==> config.mk <==
export PLATFORM = sky130hd
export DESIGN_NAME = pfb_coef_loader
export DESIGN_NICKNAME = d
export VERILOG_FILES = /design/src/rtl/pfb_coef_loader.sv
export SDC_FILE = /design/constraint.sdc
export NUM_CORES = 1
export LEC_CHECK = 0
export ABC_AREA = 0
export CAP_MARGIN = 5
export CORE_MARGIN = 1.5
export CORE_UTILIZATION = 26
export CTS_BUF_LIST = sky130_fd_sc_hd__clkbuf_8
export CTS_CLUSTER_DIAMETER = 60
export CTS_CLUSTER_SIZE = 16
export DETAILED_ROUTE_END_ITERATION = 6
export PLACE_DENSITY = 0.47
export SYNTH_ARGS = -nofsm -noshare
export SYNTH_HDL_FRONTEND = slang
export SYNTH_SLANG_ARGS = --single-unit
export TNS_END_PERCENT = 1
==> constraint.sdc <==
create_clock -name aclk -period 1.8 [get_ports aclk]
set_input_delay 0.54 -clock aclk [delete_from_list [all_inputs] [get_ports aclk]]
set_output_delay 0.54 -clock aclk [all_outputs]
set_load 0.02 [all_outputs]
==> src/rtl/pfb_coef_loader.sv <==
// Coefficient load sequencer for the polyphase filter bank: streams prototype taps
// into the coefficient RAM, holds the datapath off while loading, then warms it up.
module pfb_coef_loader #(
    parameter int N      = 64,
    parameter int NT     = 8,
    parameter int B      = 16,
    parameter int WARMUP = 32,
    localparam int AW    = $clog2(N*NT),
    localparam int CW    = AW + 1
) (
    input  logic          aclk,
    input  logic          aresetn,
    input  logic          start,
    input  logic          s_axis_tvalid,
    output logic          s_axis_tready,
    input  logic [B-1:0]  s_axis_tdata,
    input  logic          s_axis_tlast,
    output logic          coef_we,
    output logic [AW-1:0] coef_addr,
    output logic [B-1:0]  coef_data,
    output logic          pfb_en,
    output logic          busy,
    output logic          ready,
    output logic          err,
    output logic [CW-1:0] count
);
    localparam int WW = $clog2(WARMUP + 1);
    localparam logic [CW-1:0] LAST_IDX = CW'(N*NT - 1);
    localparam logic [WW-1:0] WARM_END = WW'(WARMUP - 1);

    typedef enum logic [2:0] {
        S_IDLE, S_LOAD, S_FLUSH, S_READY, S_ERR
    } state_t;

    state_t          r_state, w_state_nxt;
    logic [CW-1:0]   r_count;
    logic [WW-1:0]   r_wcnt;
    logic            r_we;
    logic [AW-1:0]   r_addr;
    logic [B-1:0]    r_data;
    logic            w_acc;
    logic            w_load;

    always_ff @(posedge aclk or negedge aresetn) begin
        if (!aresetn) r_state <= S_IDLE;
        else          r_state <= w_state_nxt;
    end

    always_comb begin
        w_state_nxt   = r_state;
        w_load        = 1'b0;
        s_axis_tready = 1'b0;
        busy          = 1'b0;
        pfb_en        = 1'b0;
        ready         = 1'b0;
        err           = 1'b0;
        case (r_state)
            S_IDLE: begin
                w_load = start;
            end
            S_LOAD: begin
                s_axis_tready = 1'b1;
                busy          = 1'b1;
                // The final-index beat must carry tlast, and tlast anywhere else is a framing error.
                if (s_axis_tvalid) begin
                    if (r_count == LAST_IDX) w_state_nxt = s_axis_tlast ? S_FLUSH : S_ERR;
                    else if (s_axis_tlast)   w_state_nxt = S_ERR;
                end
            end
            S_FLUSH: begin
                busy   = 1'b1;
                pfb_en = 1'b1;
                if (r_wcnt == WARM_END) w_state_nxt = S_READY;
            end
            S_READY: begin
                pfb_en = 1'b1;
                ready  = 1'b1;
                w_load = start;
            end
            S_ERR: begin
                err    = 1'b1;
                w_load = start;
            end
            default: w_state_nxt = S_IDLE;
        endcase
        if (w_load) w_state_nxt = S_LOAD;
    end

    assign w_acc = s_axis_tvalid && s_axis_tready;

    always_ff @(posedge aclk or negedge aresetn) begin
        if (!aresetn) begin
            r_count <= '0;
            r_wcnt  <= '0;
            r_we    <= 1'b0;
            r_addr  <= '0;
            r_data  <= '0;
        end else begin
            r_we <= w_acc;
            if (w_acc) begin
                r_addr <= r_count[AW-1:0];
                r_data <= s_axis_tdata;
            end
            if (w_load)     r_count <= '0;
            else if (w_acc) r_count <= r_count + CW'(1);
            if (r_state == S_FLUSH) r_wcnt <= r_wcnt + WW'(1);
            else                    r_wcnt <= '0;
        end
    end

    assign coef_we   = r_we;
    assign coef_addr = r_addr;
    assign coef_data = r_data;
    assign count     = r_count;

endmodule

==> flow_summary.ini, run 1 <==
[status]
status = complete, no violations

[drt]
drtPass1Iterations = 4
ant_nets = 0
drc = 0
routed_wl_um = 4270
routed_via_density = 4.28
drtIter0Drc = 48
wl_per_cell_um = 12.7
vias = 1443

[cells_and_area]
regArea_mm2 = 0.00113
area_delta_synth_final_pct = 50.7
drive_gt1_frac = 0.273
final_cell_area_mm2 = 0.00290
nets = 260
n_antenna_cell = 0
multi_input_area_um2 = 758
fillers = 756

[timing]
tightest_slew_ns = 0.266
relSlewSlack = 0.821
setup_tns_ns = 0
period_minus_slack_ns = 1.76
grt_setup_unrepaired = true
period_share = 0.980
hold_violations = 0
skew_ns = 0.00275
max_freq_mhz = 567
final_max_slew_viol_count = 0
setup_viol = 0
worst_slack_ns = 0.0365

[floorplan]
core_mm2 = 0.00721
die_width_um = 89.1
start_util = 0.267
die_area_mm2 = 0.00793
ios = 62
die_y_um = 89.1
row_count = 31

[clock_tree]
cts_setup_buffers = 0
clock_path_buffers = 2
clock_sinks = 45
cts_tree = built
cts_buffers = 5
cts_root_buf = clkbuf_8
clk_latency_ns = 0.29
clk_pin_slew_ns = 0.08
h-tree-depth = 2
cts_hold_buf = 0

[placed_design]
pre_cts_slack_ns = -0.304
port_buffers = 61
gp_congestion = 0.716
dpl_cell_area_mm2 = 0.00280
detailed_place_hpwl_um = 3070

[critical_path]
crit_type = in -> reg
startpoint = s_axis_tvalid
crit_path_max_fanout = 11
worstPathRequired_ns = 1.98
r2r_start = count[4]
crit_arrival_ns = 1.95
cp-start-kind = input port
worst_setup_path_end_kind = register

[power]
finalPower_mw = 3.76
sw_frac_of_total = 0.337
ir_worst_vdd_uv = 676
p_leak_nw = 1.48
power_frac_seq = 0.374
p_sw_mw = 1.27
clkPwrFrac = 0.209
p_per_area_mw_per_mm2 = 1300
p_int_mw = 2.49
combPwrFrac = 0.418

[logic_synthesis]
synth_top_family_by_area = multiplexers
avgSynthCellArea_um2 = 12.4
synth.distinct_cells = 29
synth-compound-area-share = 0.0338
synthAdderAreaFrac = 0.0130
synth_xor_area_frac = 0.0546
synth.mux.area_fraction = 0.151
syn_area_mm2 = 0.00193
seq_area_frac_synth = 0.585
synth_simple_gate_area_frac = 0.135
ys_seq_elements = 45
synth_warnings = 0
syn_nets = 178
netlist_instances = 155

[flow_run]
cap_violations = 0

[grt]
grt_pass1_vias = 1460
antenna_found_initial = 0
grt_pass1_wl_um = 7000
grt_max_degree = 46
globalRouteOverflowTotal = 0
grtUsageTotal = 0.118

[worst_hold_path]
holdCritPathClass = in -> async
==> path summary, 6_finish.rpt <==
path | end | slack [ns] | depth (start not counted)
max | coef_data[9] | 0.04 | 4
min | coef_data[7] | 0.21 | 2
max reg2reg | r_state[0] | 0.19 | 5
min reg2reg | r_wcnt[0] | 0.47 | 1
max in group asynchronous | coef_data[10] | 1.38 | 2
min in group aclk | r_wcnt[0] | 0.47 | 1
==> critical path, cell delays in order <==
cell	delay, ns
clkdlybuf4s50_1	0.49
and4bb_2	0.34
buf_4	0.23
mux2_2	0.35
==> repair_timing <==
item,CTS,global route
setup endpoints to repair,33,24
pin swaps,0,0
resized for setup,45,20
==> flip-flops by register name, summed over array words and instances, names as in the netlist <==
name	flops
coef_we	1
count	10
r_wcnt	6
r_state	3
coef_addr	9
coef_data	16
==> cells in the mapped netlist <==
library cell  count  area [µm²]
ha_1              2        25.0
dfrtp_1          45        1130
o21ai_0           4        20.0
nand2_1           9        33.8
buf_2             4        20.0
clkbuf_1          1        3.75
nand4_4           1        21.3
nor4_1            1        6.26
nor3_1            2        10.0
mux2_2           25         282
and4bb_1          1        12.5
xor2_1            9        78.8
and4bb_2          1        12.5
a41oi_1           1        8.76
o21a_1            1        7.51
xnor2_1           3        26.3
nand2b_1          2        12.5
inv_1             4        15.0
nand3_1           3        15.0
or3_1             3        18.8
o22a_1            1        8.76
nor2b_1           1        6.26
mux2i_1           1        10.0
nor2_1           16        60.1
and3_1            2        12.5
a21oi_1           4        20.0
and2_1            1        6.26
buf_4             2        15.0
nand4_1           5        31.3
==> layout make-up <==
type                    instances  area share
well taps                      99      0.0427
clock inverters                 2      0.0116
inverters                       4     0.00517
clock buffers                   6      0.0284
repair buffers                 82       0.263
multi-input cells              99       0.261
flip-flops and latches         45       0.388
==> kinds of logic (layout without fill, tap and decap cells) <==
family / after synthesis / in the layout
simple gates: 48 / 48
flops: 45 / 45
mux: 26 / 26
xor+xnor: 12 / 12
compound gates: 11 / 11
buf+inv: 11 / 94
fa+ha+maj: 2 / 2
==> stage by stage <==
step / util / std cells / hold WS (ns)
floorplan: - / 155 / 0.244
global placement: 0.388 / 329 / 0.457
detailed placement: 0.388 / 329 / 0.460
CTS: 0.399 / 337 / 0.213
global route: 0.402 / 337 / 0.237
finish: 0.402 / 337 / 0.214
==> placed cells by master, fill, tap and decap left out <==
master / netlist / final
nand2_1: 9 / 9
inv_1: 4 / 4
dlygate4sd2_1: 0 / 28
or3_1: 3 / 3
a41oi_1: 1 / 1
nand4_1: 5 / 5
nor2b_4: 0 / 1
nand4_4: 1 / 1
nand3_2: 0 / 1
and2_1: 1 / 1
o21a_1: 1 / 1
dfrtp_1: 45 / 45
buf_12: 0 / 2
ha_1: 2 / 2
buf_2: 4 / 3
buf_6: 0 / 2
inv_2: 0 / 1
clkbuf_8: 0 / 6
buf_4: 2 / 20
o22a_1: 1 / 1
nand2b_1: 2 / 2
nor2_1: 16 / 16
nand3_1: 3 / 2
xor2_1: 9 / 9
clkdlybuf4s50_1: 0 / 19
dlymetal6s2s_1: 0 / 8
mux2_2: 25 / 25
and4bb_2: 1 / 2
xnor2_1: 3 / 3
mux2i_1: 1 / 1
nor4_1: 1 / 1
nor3_1: 2 / 2
and3_1: 2 / 2
o21ai_0: 4 / 4
a21oi_1: 4 / 4
bufinv_16: 0 / 1
==> power by group through the flow <==
stage / clock (mW) / combinational, mW / sequential (mW)
floorplan: 0 / 0.594 / 1.72
global placement: 0 / 1.72 / 1.43
detailed placement: 0 / 1.72 / 1.44
CTS: 0.833 / 1.58 / 1.41
global route: 0.855 / 1.71 / 1.45
finish: 0.785 / 1.57 / 1.41
==> per-layer routing <==
| layer | part of all wire | global-route usage |
|---|---|---|
| met2 | 0.49 | 0.195 |
| met5 | 0 | 0 |
| met4 | 0.014 | 0.0420 |
| met1 | 0.45 | 0.151 |
| met3 | 0.046 | 0.0305 |
No activity file was read; power rests on OpenSTA's default activity.
==> run 2: changes to the inputs <==
--- a/config.mk
+++ b/config.mk
@@ -17,4 +17,4 @@
 export SYNTH_ARGS = -nofsm -noshare
 export SYNTH_HDL_FRONTEND = slang
 export SYNTH_SLANG_ARGS = --single-unit
-export TNS_END_PERCENT = 1
+export TNS_END_PERCENT = 5
==> results of run 2 <==
The final DEF is identical to that of run 1; final timing and power are the same.
